File: src/rtl/pc_seq.sv
// Multi-cycle PC sequencer: an FSM that steers fetch, branch, jump, return and trap flow.
// It also keeps the registered interrupt-enable bit and the exception cause code.
module pc_seq (
  input  logic       clk,
  input  logic       rst,
  input  logic       mem_ready,
  input  logic [2:0] op_kind,
  input  logic       alu_zero,
  input  logic       alu_ovf,
  input  logic       int_req,
  output logic [2:0] PCSrc,
  output logic       PCWrite,
  output logic       IRWrite,
  output logic       MemRead,
  output logic       RegWrite,
  output logic       EPCWrite,
  output logic       CauseWrite,
  output logic [4:0] cause_code,
  output logic       ie,
  output logic [2:0] state
);

  localparam logic [2:0] FETCH  = 3'd0;
  localparam logic [2:0] DECODE = 3'd1;
  localparam logic [2:0] EXEC   = 3'd2;
  localparam logic [2:0] BRANCH = 3'd3;
  localparam logic [2:0] JUMP   = 3'd4;
  localparam logic [2:0] JR     = 3'd5;
  localparam logic [2:0] ERET   = 3'd6;
  localparam logic [2:0] TRAP   = 3'd7;

  localparam logic [2:0] SRC_ALU  = 3'd0;
  localparam logic [2:0] SRC_ALUQ = 3'd1;
  localparam logic [2:0] SRC_JMP  = 3'd2;
  localparam logic [2:0] SRC_GPR  = 3'd3;
  localparam logic [2:0] SRC_EPC  = 3'd4;
  localparam logic [2:0] SRC_VEC  = 3'd5;

  localparam logic [4:0] CAUSE_INT = 5'd0;
  localparam logic [4:0] CAUSE_SYS = 5'd8;
  localparam logic [4:0] CAUSE_ILL = 5'd10;
  localparam logic [4:0] CAUSE_OVF = 5'd12;

  logic [2:0] next_state;
  logic [4:0] next_cause;
  logic       branch_taken;

  assign branch_taken = ((op_kind == 3'b001) && alu_zero) ||
                        ((op_kind == 3'b010) && !alu_zero);

  always_comb begin
    next_state = state;
    next_cause = cause_code;
    PCSrc      = SRC_ALU;
    PCWrite    = 1'b0;
    IRWrite    = 1'b0;
    MemRead    = 1'b0;
    RegWrite   = 1'b0;
    EPCWrite   = 1'b0;
    CauseWrite = 1'b0;
    case (state)
      FETCH: begin
        MemRead = 1'b1;
        if (mem_ready) begin
          IRWrite    = 1'b1;
          PCWrite    = 1'b1;
          next_state = DECODE;
        end
      end
      DECODE: begin
        // A pending enabled interrupt wins over whatever instruction was decoded.
        if (int_req && ie) begin
          next_state = TRAP;
          next_cause = CAUSE_INT;
        end else begin
          case (op_kind)
            3'b000:         next_state = EXEC;
            3'b001, 3'b010: next_state = BRANCH;
            3'b011:         next_state = JUMP;
            3'b100:         next_state = JR;
            3'b101:         next_state = ERET;
            3'b110: begin
              next_state = TRAP;
              next_cause = CAUSE_SYS;
            end
            default: begin
              next_state = TRAP;
              next_cause = CAUSE_ILL;
            end
          endcase
        end
      end
      EXEC: begin
        if (alu_ovf) begin
          next_state = TRAP;
          next_cause = CAUSE_OVF;
        end else begin
          RegWrite   = 1'b1;
          next_state = FETCH;
        end
      end
      BRANCH: begin
        if (branch_taken) begin
          PCWrite = 1'b1;
          PCSrc   = SRC_ALUQ;
        end
        next_state = FETCH;
      end
      JUMP: begin
        PCWrite    = 1'b1;
        PCSrc      = SRC_JMP;
        next_state = FETCH;
      end
      JR: begin
        PCWrite    = 1'b1;
        PCSrc      = SRC_GPR;
        next_state = FETCH;
      end
      ERET: begin
        PCWrite    = 1'b1;
        PCSrc      = SRC_EPC;
        next_state = FETCH;
      end
      default: begin
        EPCWrite   = 1'b1;
        CauseWrite = 1'b1;
        PCWrite    = 1'b1;
        PCSrc      = SRC_VEC;
        next_state = FETCH;
      end
    endcase
    if (rst) begin
      PCSrc      = SRC_ALU;
      PCWrite    = 1'b0;
      IRWrite    = 1'b0;
      MemRead    = 1'b0;
      RegWrite   = 1'b0;
      EPCWrite   = 1'b0;
      CauseWrite = 1'b0;
    end
  end

  // The cause code is only captured on entry to TRAP, so it stays readable afterwards.
  always_ff @(posedge clk) begin
    if (rst) begin
      state      <= FETCH;
      ie         <= 1'b0;
      cause_code <= 5'd0;
    end else begin
      state <= next_state;
      if (next_state == TRAP && state != TRAP)
        cause_code <= next_cause;
      if (state == ERET)
        ie <= 1'b1;
      else if (state == TRAP)
        ie <= 1'b0;
    end
  end

endmodule
File: config.mk
export PLATFORM = sky130hd
export DESIGN_NAME = pc_seq
export DESIGN_NICKNAME = d
export VERILOG_FILES = /design/src/rtl/pc_seq.sv
export SDC_FILE = /design/constraint.sdc
export NUM_CORES = 1
export LEC_CHECK = 0
export CORE_AREA = 3 3 43 45
export CTS_BUF_LIST = sky130_fd_sc_hd__clkbuf_8
export DETAILED_ROUTE_END_ITERATION = 10
export DIE_AREA = 0 0 46 48
export MAX_ROUTING_LAYER = met4
export PLACE_DENSITY = 0.72
export SKIP_CTS_REPAIR_TIMING = 1
export SYNTH_ARGS = -nofsm -noshare
export SYNTH_HDL_FRONTEND = slang
export SYNTH_SLANG_ARGS = --single-unit
File: constraint.sdc
create_clock -name clk -period 1.2 [get_ports clk]
set_input_delay 0.24 -clock clk [delete_from_list [all_inputs] [get_ports clk]]
set_output_delay 0.24 -clock clk [all_outputs]
set_load 0.05 [all_outputs]
======== Word level (Yosys, flattened, before mapping) ========
Index checks and enable logic that the tools add are counted.
W data, S select, Z words.
storage, ports and cells
  output and inout bits ................... 18
  bits of input ports ..................... 9
  word-level logic and storage cells ...... 63
  bits in registers ....................... 9
cells by class
  mux-type cells .......................... 27
  equal/unequal tests ..................... 17
  reductions and logical operators ........ 16
operators by type and width
  kind                  count
  $pmux W3 S5           2
  $eq A3 B3 Y1 const B  8
  $pmux W5 S2           2
  $mux W1               15
  $eq A3 B2 Y1 const B  4
  $mux W3               4
  $mux W5               2
  $pmux W3 S3           1
  $reduce_or A7 Y1      1
  $eq A3 B1 Y1 const B  2
  $logic_not A3 Y1      2
  $ne A3 B3 Y1 const B  2
  $reduce_or A6 Y1      1
  $logic_and A1 B1 Y1   4
  $reduce_and A4 Y1     1
  $reduce_bool A2 Y1    2
  $reduce_or A2 Y1      2
  $pmux W1 S3           1
  $reduce_or A3 Y1      1
  $ne A2 B2 Y1 const B  1
  $logic_not A1 Y1      1
  $logic_or A1 B1 Y1    1

======== Depth between registers and ports, before layout ========
Gate-level depths: netlist (run 1).
  depth after elaboration ................. 8
  mapped depth ............................ 5
  gate-level depth less buffers ........... 4

======== Worst setup path after synthesis (run 1) ========
Ideal clock, no wire load.
  path type ............................... register to output
  start ................................... register state[1]
  end ..................................... output port IRWrite
  slack ................................... -1.997 ns
  cell stages (with the launch flop) ...... 4
  data required time ...................... 0.960 ns
  arrival time ............................ 2.957 ns
  path buffers ............................ 1
  cell sequence ........................... dfxtp_1 > clkbuf_1 > nor4_1 > and2_1
between the ends
  word-level cells in the longest chain between the ends .. 3
ends and longest elaborated chain
  element                 RTL line  RTL
  start, declared         20        output logic [2:0] state
  start signal, assigned  150       state <= next_state;
  $logic_not A3 Y1        61        case (state)
  $mux W1                 61
  $mux W1                 132       if (rst) begin
  end, declared           13        output logic IRWrite,
No other way between the ends.

======== Final worst setup path (run 1) ========
  start ................................... input port alu_zero
  end ..................................... output port PCWrite
between the ends
  word-level cells in the longest chain between the ends .. 6
  elaborated cells on any way between the ends .. 7
  those cells by class .................... 3 x mux; 4 x reduce/logical
ends and longest elaborated chain
  element                 RTL line  RTL
  start, declared         8         input logic alu_zero,
  $logic_not A1 Y1        49        ((op_kind == 3'b010) && !alu_zero);
  $logic_and A1 B1 Y1     49
  $logic_or A1 B1 Y1 (*)  48        assign branch_taken = ((op_kind == 3'b001) && alu_zero) ||
  $mux W1 (*)             103       if (branch_taken) begin
  $pmux W1 S3 (*)         61
  $mux W1 (*)             132
  end, declared           12        output logic PCWrite,
Mark *: on every way between the ends. The rest lies on a longest branch, timed or not.

==> impl_metrics.toml, run 1 <==
[detailed_routing]
drt_drc_violations_left = 0
vias_per_cell = 5.61
routedWlPerCell_um = 17.9
drt_wl_total_mm = 2.45
drt-pass1-iter-count = 4
vias = 768
drt_iter0_markers = 23
drtAntennaViolNets = 0

[clock_network]
clk_path_buf_depth = 2
cts_tree = "built"
h-tree-depth = 1
cts-root-buf = "clkbuf_8"
clk_latency_ps = 230
path_clk_slew_ps = 40
cts_buffers = 3
cts.sinks = 7

[setup_path]
slowest_stage = "or3b_4"
cp.arrival_ps = 1300
crit_fanout = 2
start_kind = "input pin"
cp.required_ps = 960
timing.critical_path.buf_inv = 2
cp-end-kind = "output port"
worstPathCellList = "buf_6 > or3b_4 > a21oi_4 > a211oi_2 > nor2_4 > buf_12"
worstSetupPathType = "in2out"
cpPeakStageDelay_ps = 400
cpLargestDelayFamily = "simple AND/OR/NAND/NOR gates"
r2r_slack_ps = -300

[global_route]
grt_pass1_vias = 665
grt_max_degree = 12
grt_pass1_wl_mm = 2.88
overflow = 0
grt_usage = 0.194
antenna_found_initial = 0

[final_layout]
regArea_um2 = 153
layout-drive-gt1-share = 0.595
multi_input_area_um2 = 472
nNetsFinal = 131
area_growth_pct = 160
fin_cells = 137
num_antenna_cells = 0
nFillCells = 53
final_util = 0.900

[run_status]
violations = "negative setup slack"
status = "complete, but fails checks"

[synthesis]
netlist_area_um2 = 520
avgSynthCellArea_um2 = 7.23
yosysWarnings = 0
synth-seq-cells = 7
synth_cells = 72
synth_cell_types = 28
yosysSeqAreaShare = 0.269

[timing]
drv_slew = 0
finClkSkew_ps = 2.58
setup_violations = 14
finalHoldViolations = 0
min_period_ps = 1540
max_freq_mhz = 651
finalCritPeriodShare = 1.28
rsz0062_at_grt = "true"
fin_ws_ps = -335

[floorplanning]
core_um2 = 1510
start_util = 0.346
die_h_um = 48
dieWidth_um = 46
rows = 14
pin_count = 27
die-area_um2 = 2210

[placement]
place_congestion = 0.849
port_buffers = 24
place_inst = 125
dp_hpwl_mm = 1.35

[min_path]
hold_class = "in2reg"

[power_and_ir_drop]
leakagePower_nw = 0.592
ir_drop_v = 0.000890
pwr_density_cell_nw_per_um2 = 944

[flow_run]
cap_violations = 0
-- synth_stat cells (all sizes together) --
library cell | number | area, um^2
xor2 | 1 | 8.76
buf | 4 | 27.5
a22oi | 2 | 15.0
or3b | 1 | 8.76
a311o | 1 | 10.0
nor2b | 1 | 6.26
clkbuf | 4 | 16.3
nand2 | 6 | 22.5
nor3b | 4 | 30.0
a211o | 1 | 8.76
inv | 1 | 3.75
o2bb2ai | 1 | 8.76
nor4 | 2 | 12.5
nand3b | 3 | 22.5
conb | 1 | 3.75
a21oi | 11 | 55.1
nor2 | 9 | 33.8
dfxtp | 7 | 140
and2 | 1 | 6.26
a311oi | 2 | 17.5
o211ai | 1 | 7.51
a211oi | 2 | 20.0
o21ai | 2 | 10.0
nand2b | 4 | 25.0
-- layer usage --
metal	vias up	global-route usage	wire length [um]
met5	-	-	0
met4	0	0.119	104
met3	13	0.0376	136
met2	40	0.346	1320
met1	363	0.192	894
li1	352	-	-
-- cell usage in the layout (no fill, tap or decap), types with 2 or more instances in the layout --
master / netlist / layout
buf_12: 0 / 17
buf_6: 0 / 7
clkbuf_8: 0 / 3
dfxtp_1: 7 / 3
buf_4: 3 / 22
dlymetal6s2s_1: 0 / 5
nor2_1: 9 / 5
inv_1: 1 / 2
nor4_4: 0 / 2
conb_1: 1 / 2
nor3b_4: 0 / 2
nand2_4: 0 / 2
nand3b_1: 3 / 3
nand2_1: 6 / 4
a21oi_1: 11 / 9
a211oi_2: 1 / 2
nor2_4: 0 / 4
dfxtp_4: 0 / 3
a22oi_1: 2 / 2
nand2b_1: 4 / 3
a311oi_1: 2 / 2
-- where the power goes --
| group | switching, mW | internal (mW) |
|---|---|---|
| clock network | 0.103 | 0.221 |
| logic | 0.327 | 0.332 |
| registers | 0.0413 | 0.255 |
| total | 0.471 | 0.808 |
-- path summary, 6_finish.rpt --
path                  from  cells past startpoint       endpoint
max               alu_zero                      6        PCWrite
min                int_req                      2  cause_code[3]
max reg2reg       state[2]                      7  cause_code[1]
min reg2reg  cause_code[3]                      2  cause_code[3]
-- sequential cells by signal, summed over array words and instances (netlist names) --
name and cells:
state 3, cause_code 3, ie 1
-- logic make-up (layout without fill, tap and decap cells) --
family                 count (synthesis)  in the layout  share of synthesized area
AO/OA/AOI/OAI                         23             23                      0.293
XOR/XNOR                               1              1                     0.0168
buffers and inverters                  9             57                     0.0913
flip-flops                             7              7                      0.269
other                                  1              2                    0.00720
AND/OR/NAND/NOR                       31             31                      0.322
-- final cells by class --
class                   count  share of cell area
flip-flops and latches      7               0.113
clock inverters             1             0.00277
repair buffers             52               0.488
well taps                  16              0.0148
inverters                   1             0.00277
multi-input cells          57               0.348
clock buffers               3              0.0305
-- per-stage QoR --
step | worst slack, ps | area (um^2) | total power [mW] | hold WS, ps | setup TNS [ps]
2_1_floorplan | -626 | 657 | 0.593 | 355 | -2590
3_3_place_gp | -642 | 1140 | 0.838 | 535 | -5340
3_5_place_dp | -655 | 1140 | 0.848 | 548 | -5650
4_1_cts | -658 | 1190 | 1.18 | 554 | -4610
5_1_grt | -372 | 1360 | 1.34 | 404 | -3860
6_report | -335 | 1360 | 1.28 | 361 | -3050
Power figures use the tool's default switching activity.
==> inputs of run 2 (changes only) <==
--- a/config.mk
+++ b/config.mk
@@ -11,6 +11,7 @@
 export DIE_AREA = 0 0 46 48
 export MAX_ROUTING_LAYER = met4
 export PLACE_DENSITY = 0.72
+export RECOVER_POWER = 25
 export SKIP_CTS_REPAIR_TIMING = 1
 export SYNTH_ARGS = -nofsm -noshare
 export SYNTH_HDL_FRONTEND = slang
==> run 2 against run 1 <==
  * The flow still finishes with violations (negative setup slack)
  * Non-clock buffer count did not move
  * Routed wire length about the same
  * Critical path depth is the same
  * Die area unchanged
  * Utilization decreased by 1.0 points
  * Worst setup slack unchanged
  * Global-route usage is the same
  * Clock power about the same
  * First-iteration DRC count unchanged
  * Sequential share of layout area grew 0.13 points
  * Cell count unchanged
  * Hold slack is essentially flat
  * Critical endpoint unchanged
==> impl_metrics.toml, run 2 (synthesized netlist as in run 1, its figures left out) <==
[global_route]
grt_pass1_vias = 665
overflow = 0
grt_max_degree = 12
grt_pass1_wl_mm = 2.88
grt_usage = 0.194
antenna_found_initial = 0

[clock_network]
clk_latency_ps = 230
path_clk_slew_ps = 40
cts_buffers = 3
cts.sinks = 7
h-tree-depth = 1
clk_path_buf_depth = 2
cts-root-buf = "clkbuf_8"
cts_tree = "built"

[detailed_routing]
drt_drc_violations_left = 0
drt-pass1-iter-count = 4
wl_met2_mm = 1.32
routedWlPerCell_um = 17.9
vias_per_cell = 5.61
wl_met1_um = 894
drt_iter0_markers = 23
vias = 768
drt_wl_total_mm = 2.45
drtAntennaViolNets = 0
top_layer = "met4"
wl_met3_um = 135

[setup_path]
r2r_end = "cause_code[1]"
r2r_start = "state[2]"
cp.required_ps = 960
start_kind = "input pin"
worstRegToRegCells = 7
crit_fanout = 2
cp.arrival_ps = 1300
worstSetupPathType = "in2out"
critPathLaunch = "alu_zero"
r2r_slack_ps = -300
cp-end-kind = "output port"

[timing]
finClkSkew_ps = 2.58
rsz0062_at_grt = "true"
drv_slew = 0
holdWs_ps = 361
finalCritPeriodShare = 1.28
fin_ws_ps = -335
finalHoldViolations = 0
setup_violations = 14
max_freq_mhz = 651
min_period_ps = 1540

[min_path]
holdPathEnd = "cause_code[3]"
hold_depth = 2
hold_class = "in2reg"
min_from = "int_req"

[final_layout]
largestRegisters = "cause_code: 3 flops, state: 3 flops, ie: 1 flops"
num_antenna_cells = 0
area_growth_pct = 157
nNetsFinal = 131
final_util = 0.890
most-common-layout-cells = "22 x buf_4, 16 x buf_12, 9 x a21oi_1, 7 x buf_6"
layout-drive-gt1-share = 0.595
final_common_cell = "buf_4"

[floorplanning]
pin_count = 27
die_h_um = 48
die-area_um2 = 2210
dieWidth_um = 46
core_um2 = 1510
start_util = 0.346
rows = 14

[power_and_ir_drop]
ir_drop_v = 0.000889
pwr_density_cell_nw_per_um2 = 941
leakagePower_nw = 0.588

[placement]
place_ws_ps = -655
place_congestion = 0.849
port_buffers = 24
dp_hpwl_mm = 1.35

[run_status]
status = "complete, but fails checks"
violations = "negative setup slack"

[flow_run]
cap_violations = 0
==> run 2: cell types whose count changed in the layout (fill, tap and decap cells not counted), sizes merged <==
cell | before | now
clkbuf | 3 | 4
buf | 47 | 46
==> run 2: critical path: stages <==
cell and delay [ps]:
buf_6 100, or3b_4 400, a21oi_4 180, a211oi_2 110
nor2_4 130, buf_12 140
==> run 2: final cells by class <==
cell class / instances / area, um^2
Fill cell: 55 / 166
Tap cell: 16 / 20.0
Inverter: 1 / 3.75
Sequential cell: 7 / 153
Timing Repair Buffer: 52 / 647
Multi-Input combinational cell: 57 / 472
Clock inverter: 1 / 3.75
Clock buffer: 3 / 41.3
==> run 2: worst max-delay path by stage <==
stage	depth (start not counted)	slack, ps	end
detailed placement	6	-650	PCWrite
finish	6	-340	PCWrite
global route	6	-370	PCWrite
global placement	6	-640	PCWrite
CTS	6	-660	PCWrite
floorplan	3	-630	IRWrite
==> run 2: layer usage <==
metal	vias up	global-route usage
li1	352	-
met1	363	0.192
met2	40	0.346
met3	13	0.0376
met4	0	0.119
met5	-	-
==> run 2: power breakdown <==
part / internal [mW] / leakage (nW) / switching, mW / total, mW
clock: 0.221 / 0.0269 / 0.103 / 0.324
sequential: 0.254 / 0.0597 / 0.0385 / 0.293
combinational: 0.317 / 0.502 / 0.327 / 0.644
total: 0.792 / 0.588 / 0.468 / 1.26
==> run 2: metrics by stage <==
stage               power, mW  setup TNS [ps]  cell area, um^2  cells
finish                   1.26           -3050             1340    137
detailed placement      0.848           -5650             1140    125
global placement        0.838           -5340             1140    125
CTS                      1.18           -4610             1190    129
global route             1.32           -3860             1340    137
floorplan               0.593           -2590              657     73
==> inputs of run 3 (changes only) <==
--- a/config.mk
+++ b/config.mk
@@ -5,10 +5,11 @@
 export SDC_FILE = /design/constraint.sdc
 export NUM_CORES = 1
 export LEC_CHECK = 0
-export CORE_AREA = 3 3 43 45
+export CORE_AREA = 2 2 42 44
 export CTS_BUF_LIST = sky130_fd_sc_hd__clkbuf_8
 export DETAILED_ROUTE_END_ITERATION = 10
-export DIE_AREA = 0 0 46 48
+export DIE_AREA = 0 0 44 46
+export HOLD_SLACK_MARGIN = 0.12
 export MAX_ROUTING_LAYER = met4
 export PLACE_DENSITY = 0.72
 export RECOVER_POWER = 25
==> run 3 against run 2 <==
  * The flow still finishes with violations (negative setup slack)
  * Clock skew up 1.1 ps
  * Via count shrank 9.6%
  * Sequential power about the same
  * Critical path depth unchanged
  * Clock-buffer cell count did not move
  * Maximum frequency is 0.78% higher
  * Cell count decreased by 4.4%
  * Largest cell class unchanged
==> impl_metrics.toml, run 3 (synthesized netlist as in run 1, its figures left out) <==
[run_status]
status = "complete, but fails checks"
violations = "negative setup slack"

[timing]
finalHoldViolations = 0
finalCritPeriodShare = 1.27
holdWs_ps = 429
min_period_ps = 1520
rsz0062_at_grt = "true"
max_freq_mhz = 656
drv_slew = 0
setup_violations = 16
finClkSkew_ps = 3.73
fin_ws_ps = -323

[power_and_ir_drop]
p_seq_frac = 0.237
switching_share = 0.372
ir_drop_v = 0.000739
pwr_density_cell_nw_per_um2 = 946
leakagePower_nw = 0.568
p_int_mw = 0.787
combPwrFrac = 0.504
pwr-share-clk = 0.260
power_switching_mw = 0.466
total_power_mw = 1.25

[floorplanning]
core_um2 = 1610
rows = 15
start_util = 0.322
dieWidth_um = 44
die-area_um2 = 2020
pin_count = 27
die_h_um = 46

[global_route]
grt_pass1_wl_mm = 2.93
antenna_found_initial = 0
overflow = 0
grt_pass1_vias = 692
grt_usage = 0.204
grt_max_degree = 9

[min_path]
hold_class = "in2reg"
hold_depth = 3

[setup_path]
worstRegToRegCells = 5
cp.required_ps = 960
worstSetupPathType = "in2out"
cp.arrival_ps = 1280
cp-end-kind = "output port"
crit_fanout = 2
start_kind = "input pin"

[clock_network]
cts-root-buf = "clkbuf_8"
clk_latency_ps = 230
path_clk_slew_ps = 40
cts_buffers = 3
cts_tree = "built"
cts.sinks = 7
h-tree-depth = 1
clk_path_buf_depth = 2

[placement]
port_buffers = 24
dp_hpwl_mm = 1.37
place_congestion = 0.877
dpl-instance-area_um2 = 1140

[final_layout]
nNetsFinal = 124
final_common_cell = "buf_12"
most-common-layout-cells = "15 x buf_12, 14 x buf_4, 9 x buf_6, 6 x a21oi_1, 5 x dlymetal6s2s_1"
largestRegisters = "cause_code: 3 flops, state: 3 flops, ie: 1 flops"
num_antenna_cells = 0
area_growth_pct = 155
layout-drive-gt1-share = 0.649
stdcell_area_um2 = 1330
nFillCells = 92

[detailed_routing]
vias = 694
drt_drc_violations_left = 0
routedWlPerCell_um = 15.4
vias_per_cell = 5.30
drt_wl_total_mm = 2.01
drtAntennaViolNets = 0
drt_iter0_markers = 9
drt-pass1-iter-count = 4

[flow_run]
cap_violations = 0
[run 3: cell count changes in the layout (fill, tap and decap cells not counted), sizes merged]
| cell | previous run | this run |
|---|---|---|
| buf | 46 | 39 |
[run 3: worst max-delay path: stages]
cell and delay, ps:
buf_6 90, or3b_4 400, a21oi_4 180, a211oi_2 100
nor2_4 130, buf_12 140
[run 3: area by class of cell]
cell class	instances	area, um^2	area share
timing repair buffer	45	589	0.445
inverter	1	3.75	0.00283
tap	17	21.3	0.0161
sequential	7	153	0.115
multi-input combinational	57	513	0.387
clock buffer	3	41.3	0.0312
clock inverter	1	3.75	0.00283
[run 3: worst paths after layout]
| path | startpoint | endpoint | slack, ps |
|---|---|---|---|
| setup / recovery | alu_zero | PCWrite | -320 |
| hold / removal | int_req | cause_code[3] | 430 |
| setup reg to reg | state[0] | cause_code[3] | -110 |
| hold reg to reg | cause_code[3] | cause_code[3] | 560 |
[run 3: power groups by stage]
stage | combinational (mW) | sequential, mW | clock [mW]
after floorplan | 0.251 | 0.341 | 0
final | 0.631 | 0.296 | 0.326
after global routing | 0.661 | 0.300 | 0.342
after detailed placement | 0.556 | 0.293 | 0
after global placement | 0.546 | 0.291 | 0
after CTS | 0.559 | 0.289 | 0.331
[run 3: per-layer routing]
metal / global-route usage / vias to the layer above / routed length (um) / share of wire
li1: - / 338 / - / -
met1: 0.223 / 327 / 786 / 0.39
met2: 0.356 / 21 / 1110 / 0.55
met3: 0.0357 / 8 / 71 / 0.035
met4: 0.103 / 0 / 48 / 0.024
met5: - / - / 0 / 0
[run 3: per-stage QoR]
stage | worst slack [ps] | cells | utilization | setup TNS [ps]
finish | -323 | 131 | 0.821 | -2410
floorplan | -626 | 73 | - | -2590
detailed placement | -653 | 125 | 0.705 | -5420
CTS | -657 | 129 | 0.733 | -4280
global placement | -631 | 125 | 0.705 | -5160
global route | -376 | 131 | 0.821 | -3170
